**src/rtl/seq_alu.sv**
```systemverilog
// seq_alu: registered arithmetic unit with single-cycle add/sub/logic ops and
// WIDTH-cycle iterative shift-add multiply and restoring divide.
module seq_alu #(
    parameter int unsigned WIDTH = 16
) (
    input  logic             clk,
    input  logic             rst_n,
    input  logic             in_valid,
    output logic             in_ready,
    input  logic [2:0]       alu_op,
    input  logic [WIDTH-1:0] in1,
    input  logic [WIDTH-1:0] in2,
    output logic             out_valid,
    output logic [WIDTH-1:0] result,
    output logic [WIDTH-1:0] result_hi,
    output logic             z,
    output logic             c,
    output logic             dz
);

    localparam int unsigned CNT_W = $clog2(WIDTH + 1);
    localparam int unsigned W2    = 2 * WIDTH;

    localparam logic [2:0] OP_ADD  = 3'd0;
    localparam logic [2:0] OP_SUB  = 3'd1;
    localparam logic [2:0] OP_MUL  = 3'd2;
    localparam logic [2:0] OP_DIV  = 3'd3;
    localparam logic [2:0] OP_PASS = 3'd4;
    localparam logic [2:0] OP_AND  = 3'd5;
    localparam logic [2:0] OP_OR   = 3'd6;
    localparam logic [2:0] OP_XOR  = 3'd7;

    typedef enum logic [1:0] {
        S_IDLE = 2'd0,
        S_MUL  = 2'd1,
        S_DIV  = 2'd2
    } state_t;

    state_t             state;
    logic [CNT_W-1:0]   cnt;
    // Multiplicand (mul) or divisor (div), captured at accept.
    logic [WIDTH-1:0]   mcand;
    // Mul: {product high, multiplier/product low}. Div: {remainder, dividend/quotient}.
    logic [W2-1:0]      acc;

    logic [WIDTH-1:0]   op_res;
    logic               op_c;

    logic [WIDTH:0]     mul_sum;
    logic [W2-1:0]      mul_next;
    logic [WIDTH:0]     div_trial;
    logic [WIDTH:0]     div_diff;
    logic               div_ge;
    logic [W2-1:0]      div_next;

    // Single-cycle operations on the raw inputs, used on the accept edge.
    always_comb begin
        op_res = '0;
        op_c   = 1'b0;
        case (alu_op)
            OP_ADD:  {op_c, op_res} = {1'b0, in1} + {1'b0, in2};
            OP_SUB:  {op_c, op_res} = {1'b0, in1} - {1'b0, in2};
            OP_PASS: op_res = in2;
            OP_AND:  op_res = in1 & in2;
            OP_OR:   op_res = in1 | in2;
            OP_XOR:  op_res = in1 ^ in2;
            default: begin
                op_res = '0;
                op_c   = 1'b0;
            end
        endcase
    end

    // One iteration of shift-add multiply and restoring divide.
    always_comb begin
        mul_sum   = {1'b0, acc[W2-1:WIDTH]} + (acc[0] ? {1'b0, mcand} : '0);
        mul_next  = {mul_sum, acc[WIDTH-1:1]};
        // Remainder shifted left with the next dividend bit; never exceeds 2*divisor-1.
        div_trial = acc[W2-1:WIDTH-1];
        div_diff  = div_trial - {1'b0, mcand};
        div_ge    = ~div_diff[WIDTH];
        div_next  = {(div_ge ? div_diff[WIDTH-1:0] : div_trial[WIDTH-1:0]),
                     acc[WIDTH-2:0], div_ge};
    end

    // Control FSM, iteration datapath and registered outputs.
    always_ff @(posedge clk or negedge rst_n) begin
        if (!rst_n) begin
            state     <= S_IDLE;
            cnt       <= '0;
            mcand     <= '0;
            acc       <= '0;
            in_ready  <= 1'b1;
            out_valid <= 1'b0;
            result    <= '0;
            result_hi <= '0;
            z         <= 1'b1;
            c         <= 1'b0;
            dz        <= 1'b0;
        end else begin
            out_valid <= 1'b0;
            case (state)
                S_IDLE: begin
                    if (in_valid) begin
                        case (alu_op)
                            OP_MUL: begin
                                mcand    <= in1;
                                acc      <= {{WIDTH{1'b0}}, in2};
                                cnt      <= '0;
                                in_ready <= 1'b0;
                                state    <= S_MUL;
                            end
                            OP_DIV: begin
                                if (in2 == '0) begin
                                    result    <= '1;
                                    result_hi <= in1;
                                    z         <= 1'b0;
                                    c         <= 1'b0;
                                    dz        <= 1'b1;
                                    out_valid <= 1'b1;
                                end else begin
                                    mcand    <= in2;
                                    acc      <= {{WIDTH{1'b0}}, in1};
                                    cnt      <= '0;
                                    in_ready <= 1'b0;
                                    state    <= S_DIV;
                                end
                            end
                            default: begin
                                result    <= op_res;
                                result_hi <= '0;
                                z         <= (op_res == '0);
                                c         <= op_c;
                                dz        <= 1'b0;
                                out_valid <= 1'b1;
                            end
                        endcase
                    end
                end
                S_MUL: begin
                    acc <= mul_next;
                    cnt <= cnt + CNT_W'(1);
                    if (cnt == CNT_W'(WIDTH - 1)) begin
                        result    <= mul_next[WIDTH-1:0];
                        result_hi <= mul_next[W2-1:WIDTH];
                        z         <= (mul_next[WIDTH-1:0] == '0);
                        c         <= (mul_next[W2-1:WIDTH] != '0);
                        dz        <= 1'b0;
                        out_valid <= 1'b1;
                        in_ready  <= 1'b1;
                        state     <= S_IDLE;
                    end
                end
                S_DIV: begin
                    acc <= div_next;
                    cnt <= cnt + CNT_W'(1);
                    if (cnt == CNT_W'(WIDTH - 1)) begin
                        result    <= div_next[WIDTH-1:0];
                        result_hi <= div_next[W2-1:WIDTH];
                        z         <= (div_next[WIDTH-1:0] == '0);
                        c         <= 1'b0;
                        dz        <= 1'b0;
                        out_valid <= 1'b1;
                        in_ready  <= 1'b1;
                        state     <= S_IDLE;
                    end
                end
                default: begin
                    in_ready <= 1'b1;
                    state    <= S_IDLE;
                end
            endcase
        end
    end

endmodule
```
**config.mk**
```make
export PLATFORM = sky130hd
export DESIGN_NAME = seq_alu
export DESIGN_NICKNAME = d
export VERILOG_FILES = /design/src/rtl/seq_alu.sv
export SDC_FILE = /design/constraint.sdc
export NUM_CORES = 1
export LEC_CHECK = 0
export CAP_MARGIN = 5
export CORE_MARGIN = 2
export CORE_UTILIZATION = 30
export DETAILED_ROUTE_END_ITERATION = 12
export GPL_ROUTABILITY_DRIVEN = 0
export PLACE_DENSITY_LB_ADDON = 0.2
export SYNTH_ARGS = -nofsm -noshare
export SYNTH_HDL_FRONTEND = slang
export SYNTH_SLANG_ARGS = --single-unit
```
**constraint.sdc**
```tcl
create_clock -name clk -period 3.5 [get_ports clk]
set_clock_uncertainty 0.15 [all_clocks]
set_input_delay 0.35 -clock clk [delete_from_list [all_inputs] [get_ports clk]]
set_output_delay 0.35 -clock clk [all_outputs]
set_load 0.02 [all_outputs]
```
==> Word-level counts from Yosys, hierarchy flattened <==
Cells that the tools add are included.
{ "op_classes": {"add_sub_neg": 5, "n_mul": 0, "div": 0, "n_lt_le_gt_ge": 0, "eq_ne": 19, "shifts": 0, "mux": 56, "bitwise_logic": 4, "n_reduce_logical": 17} }
{ "ops": {"columns": ["operator", "count"], "rows": [
  ["16-bit two-way mux", 11],
  ["16-bit case mux with 2 select lines", 3],
  ["16-bit case mux with 3 select lines", 2],
  ["16-bit case mux with 6 select lines", 1],
  ["32-bit case mux with 3 select lines", 1],
  ["16-bit logical NOT", 4],
  ["32-bit two-way mux", 2],
  ["32-bit case mux with 2 select lines", 1],
  ["16-bit by 16-bit adder with 17-bit output", 2],
  ["5-bit case mux with 2 select lines", 2],
  ["1-bit case mux with 2 select lines", 9],
  ["16-bit by 16-bit subtractor with 17-bit output", 1],
  ["17-bit by 16-bit subtractor with 17-bit output", 1],
  ["16-bit AND", 1],
  ["16-bit OR", 1],
  ["4-bit AND reduction", 4],
  ["16-bit nonzero test", 1],
  ["16-bit bitwise XOR", 1],
  ["1-bit two-way mux", 15],
  ["3-bit == test, second input constant", 4],
  ["5-bit two-way mux", 2],
  ["2-bit inequality test, second input constant", 5],
  ["2-bit case mux with 2 select lines", 2],
  ["3-bit by 2-bit == test with 1-bit output, second input constant", 2],
  ["18 further kinds", 23]
]} }
{ "totals": {"ff_bits": 92, "latch_bits": 0, "ram_bits": 0, "mem_bits_ro": 0, "wordCells": 112, "n_memories": 0} }

==> Logic depth before layout (Yosys ltp) <==
{ "logic_depth": {"word_depth": 6, "mapped_depth": 14, "depth_no_buf": 13} }

==> Least setup slack after synthesis <==
No wires, ideal clock.
{ "synth_timing": {"kind": "register to register", "start": "register acc[0]", "end": "register c", "setup_ps": 118, "arrival_ps": 2922, "required_ps": 3232, "setup_slack_ps": 310, "stages_incl_launch_ff": 14, "period_less_slack_ps": 3190, "path_cell_list": "dfrtp_1 > inv_1 > clkbuf_1 > nor2_1 > ha_1 > and2_1 > and3_1 > a22o_1 > a2111oi_2 > nor2_1 > mux2_2 > nor3_1 > nand4_1 > a21o_1"} }
{ "synth_between": {"elab_chain_len": 5} }
{ "synth_rtl": {"columns": ["element", "line_no", "source"], "rows": [
  ["from (decl)", "44", "logic [W2-1:0] acc;"],
  ["from (signal assigned)", "108", "acc <= {{WIDTH{1'b0}}, in2};"],
  ["from (signal assigned)", "123", "acc <= {{WIDTH{1'b0}}, in1};"],
  ["from (signal assigned)", "141", "acc <= mul_next;"],
  ["16-bit two-way mux", "76", "mul_sum = {1'b0, acc[W2-1:WIDTH]} + (acc[0] ? {1'b0, mcand} : '0);"],
  ["16-bit by 16-bit adder with 17-bit output", "76", null],
  ["16-bit nonzero test", "147", "c <= (mul_next[W2-1:WIDTH] != '0);"],
  ["1-bit two-way mux", "143", "if (cnt == CNT_W'(WIDTH - 1)) begin"],
  ["1-bit case mux with 3 select lines", "102", "case (state)"],
  ["to (signal assigned)", "133", "c <= op_c;"],
  ["to (signal assigned)", "147", null],
  ["to (decl)", "17", "output logic c,"]
]} }
No other way between the ends. The select of a mux whose other input is x is not followed.
A chain may end at the register's enable or synchronous reset.

==> Final worst setup path <==
{ "layout_timing": {"start": "input in2[1]", "end": "register z"} }
{ "layout_between": {"elab_chain_len": 6} }
{ "layout_rtl": {"columns": ["element", "line_no", "source"], "rows": [
  ["from (decl)", "12", "input logic [WIDTH-1:0] in2,"],
  ["16-bit by 16-bit subtractor with 17-bit output, or another cell as far along", "62", "OP_SUB: {op_c, op_res} = {1'b0, in1} - {1'b0, in2};"],
  ["16-bit case mux with 6 select lines", "60", "case (alu_op)"],
  ["16-bit logical NOT", "132", "z <= (op_res == '0);"],
  ["1-bit case mux with 2 select lines", "105", "case (alu_op)"],
  ["1-bit two-way mux", "104", "if (in_valid) begin"],
  ["1-bit case mux with 3 select lines", "102", null],
  ["to (signal assigned)", "132", null],
  ["to (signal assigned)", "146", "z <= (mul_next[WIDTH-1:0] == '0);"],
  ["to (signal assigned)", "160", "z <= (div_next[WIDTH-1:0] == '0);"],
  ["to (decl)", "16", "output logic z,"]
]} }
Several ways; a longest one is shown, not always the timed one. The select of a mux whose other input is x is not followed.

==> metrics.md <==
| Metric | Value |
|---|---|
| Status | finished, final reports clean |
| Grt ovf | 0 |
| Largest net degree at the start of global routing | 48 |
| EDFF count, synth | 0 |
| Synthesized area | 0.00923 mm² |
| Maximum clock frequency | 294 MHz |
| Clk sinks | 92 |
| Finished Core Util | 0.395 |
| Vias per Instance | 5.33 |
| Port Buffers | 74 |
| Final std cells w/o fill | 1809 |
| Area contributors post-synth | dfrtp_1 (24%), ha_1 (12%), nand2_1 (6.3%) |
| Diodes inserted | 0 |
| Core Rows | 64 |
| Buf/Inv on CP | 2 |
| HPWL Detailed | 26700 µm |
| Finish-stage setup viols | 0 |
| Initial core utilization | 0.303 |
| Synth Area in Simple Gates | 0.204 |
| DRC | 0 |
| Core area | 0.0304 mm² |
| CTS tree | done |
| Total CTS buffers | 9 |
| First-pass GRT wire length | 53100 µm |
| Synthesized netlist cell count | 1224 |
| Initial antenna violation count | 0 |
| Gr usage total | 0.206 |
| Cell taking the most area after synthesis | dfrtp_1 |
| Max-cap viol count | 0 |
| Post-synthesis mux area share | 0.0348 |
| CTS Buffer Depth | 2 |
| Crit Path Category | in -> reg |
| Placed cell areas | 0.0115 mm² |
| Worst Reg2Reg Path Length in Cells | 14 |
| Netlist cell types | 82 |
| Pwr dens | 619 mW/mm² |
| Mapped Nets | 1355 |
| Register area share after synthesis | 0.250 |
| Fin nets | 1540 |
| CP cell instances | clkdlybuf4s50_1, inv_1, fa_2, nor3b_2, o311ai_2, nand3_1, mux2_2, a32o_2, a211o_1, nor4_2, nand4_1, o31ai_2 |
| Crit start category | input port |
| Initial detailed-routing violation count | 779 |
| Worst VDD drop | 270 µV |
| Complex-gate fraction of the synthesized area | 0.285 |
| Slowest Stage Delay on Critical Path | 0.56 ns |
| Main combinational cell family by area after synthesis | compound AO/OA/AOI/OAI gates |
| Synth Register Bits | 92 |
| Synth Area in Adders | 0.129 |
| Root Driver | clkbuf_16 |
| Vias in the first global route | 9362 |
| Die footprint | 0.0322 mm² |
| Ratio of cells with drive above 1 in the final layout | 0.176 |
| WP depth | 12 |
| Num ports | 75 |
| Syn avg cell area | 7.54 µm² |
| HP Class | in -> reg |
| Commonest non-fill, non-tap cell in the layout | buf_4 |
| Critical Path RT | 3.63 ns |
| Hold_ws | 0.305 ns |
| Synth Area in XOR/XNOR | 0.0313 |
| Placed cell count | 1787 |
| Ys async rst share | 1.00 |
| WL final | 33600 µm |
| Antenna violation net count after detailed routing | 0 |
| Final worst-path cycle share | 0.972 |
| Syn-to-layout area delta | 30.3% |
| Slew headroom | 0.423 |
| Hold Vio Cnt, Final | 0 |
| DR vias | 9651 |
| CP arrival | 3.53 ns |
| Skew-Pair Late Insertion Delay | 0.36 ns |
| Chip Width | 179 µm |
| Yosys Warn Count | 0 |
| Max FO, Critical Path | 3 |
| First-pass DRT Iterations | 7 |
| Commonest cells after routing, fill and taps aside | buf_4 (159), nand2_1 (156), nor2_1 (127), a21oi_1 (109), o21ai_0 (103) |
| Crit-path slowest cell | clkdlybuf4s50_1 |
| Pins Over Slew Limit | 0 |
| Routed len/inst | 18.6 µm |
| Top FF cell, synth | dfrtp_1 |
| Worst Hold Depth | 4 |
| Worst setup EP type | flip-flop |
| Leak | 0.00551 µW |
| Finished Cell Area | 0.0120 mm² |
| H-tree levels | 3 |
| Die Height | 179 µm |
| Min cycle time layout | 3.40 ns |
| Clock slew seen by the registers of the worst setup and hold paths | 0.07 ns |
| CP top delay family | compound AO/OA/AOI/OAI gates |
| Synth top area share | 0.244 |
| Worst Tran Pin Value | 0.864 ns |
-- cell usage after synthesis (13+ instances only) --
master / n
mux2i_1: 16
nor2b_1: 17
a22o_1: 13
a21o_1: 16
a21oi_1: 112
a31oi_1: 34
nand2_1: 156
xor2_1: 14
dfrtp_1: 90
ha_1: 89
xnor2_1: 19
nor2_1: 129
nand3_1: 16
o21ai_0: 104
clkbuf_1: 45
nor3_1: 16
inv_1: 83
-- through the flow --
stage          total power (µW)  worst slack (ns)  setup TNS, ns
2_1_floorplan              4500             0.310              0
3_3_place_gp               6250            -0.471          -2.40
3_5_place_dp               6280            -0.541          -2.87
4_1_cts                    7380           0.00435              0
5_1_grt                    8040           -0.0133        -0.0142
6_report                   7440            0.0967              0
-- worst reg2reg max path, delay by kind of cell (launching register included) --
family / cells / cell delay [ns]
AO/OA/AOI/OAI: 7 / 1.59
adder cells (fa/ha/maj): 2 / 0.61
flip-flops: 1 / 0.37
AND/OR/NAND/NOR: 2 / 0.23
buffers and inverters: 3 / 0.29
-- final timing paths --
kind	startpoint	endpoint	slack, ns
worst max register to register	acc[15]	result_hi[12]	0.12
min in group asynchronous	rst_n	cnt[2]	0.35
worst min-delay path	in1[0]	result_hi[0]	0.31
worst min register to register	mcand[6]	mcand[6]	0.33
max in group asynchronous	rst_n	acc[17]	2.02
worst max-delay path	in2[1]	z	0.1
-- routing by layer --
layer	track usage	vias to the layer above	wire, µm
met1	0.285	4582	15900
met4	0.0569	0	701
met3	0.0203	45	1250
li1	-	4771	-
met2	0.344	253	15700
met5	0	-	0
-- sequential cells by signal (all words and copies together) (netlist names) --
name / cells
result: 16
result_hi: 16
in_ready: 1
out_valid: 1
z: 1
state: 2
cnt: 5
c: 1
dz: 1
mcand: 16
acc: 32
-- power breakdown --
part | total, µW | internal, µW | leakage [µW] | switching (µW)
combinational | 4520 | 1980 | 0.00421 | 2540
clock | 1050 | 610 | 0.000155 | 439
sequential | 1880 | 1510 | 0.00114 | 364
-- final cells by class --
class,instances,area [µm²]
Sequential cell,92,2300
Inverter,84,315
Tap cell,396,495
Multi-Input combinational cell,979,6480
Fill cell,3181,18400
Clock buffer,12,267
Clock inverter,3,43.8
Timing Repair Buffer,243,2130
-- repair_timing --
item | in CTS | in global routing
resized for setup | 6 | 35
pin swaps | 1 | 15
hold buffers | 1 | 0
endpoints found under the setup margin | 23 | 34
setup buffers | 0 | 6
endpoints found under the hold margin | 34 | 0
-- logic make-up after synthesis --
kind of cell	Yosys count
AO/OA/AOI/OAI	412
XOR/XNOR	33
adder cells (fa/ha/maj)	93
buffers and inverters	153
flip-flops	92
multiplexers	25
AND/OR/NAND/NOR	416
Power figures use the tool's default switching activity.
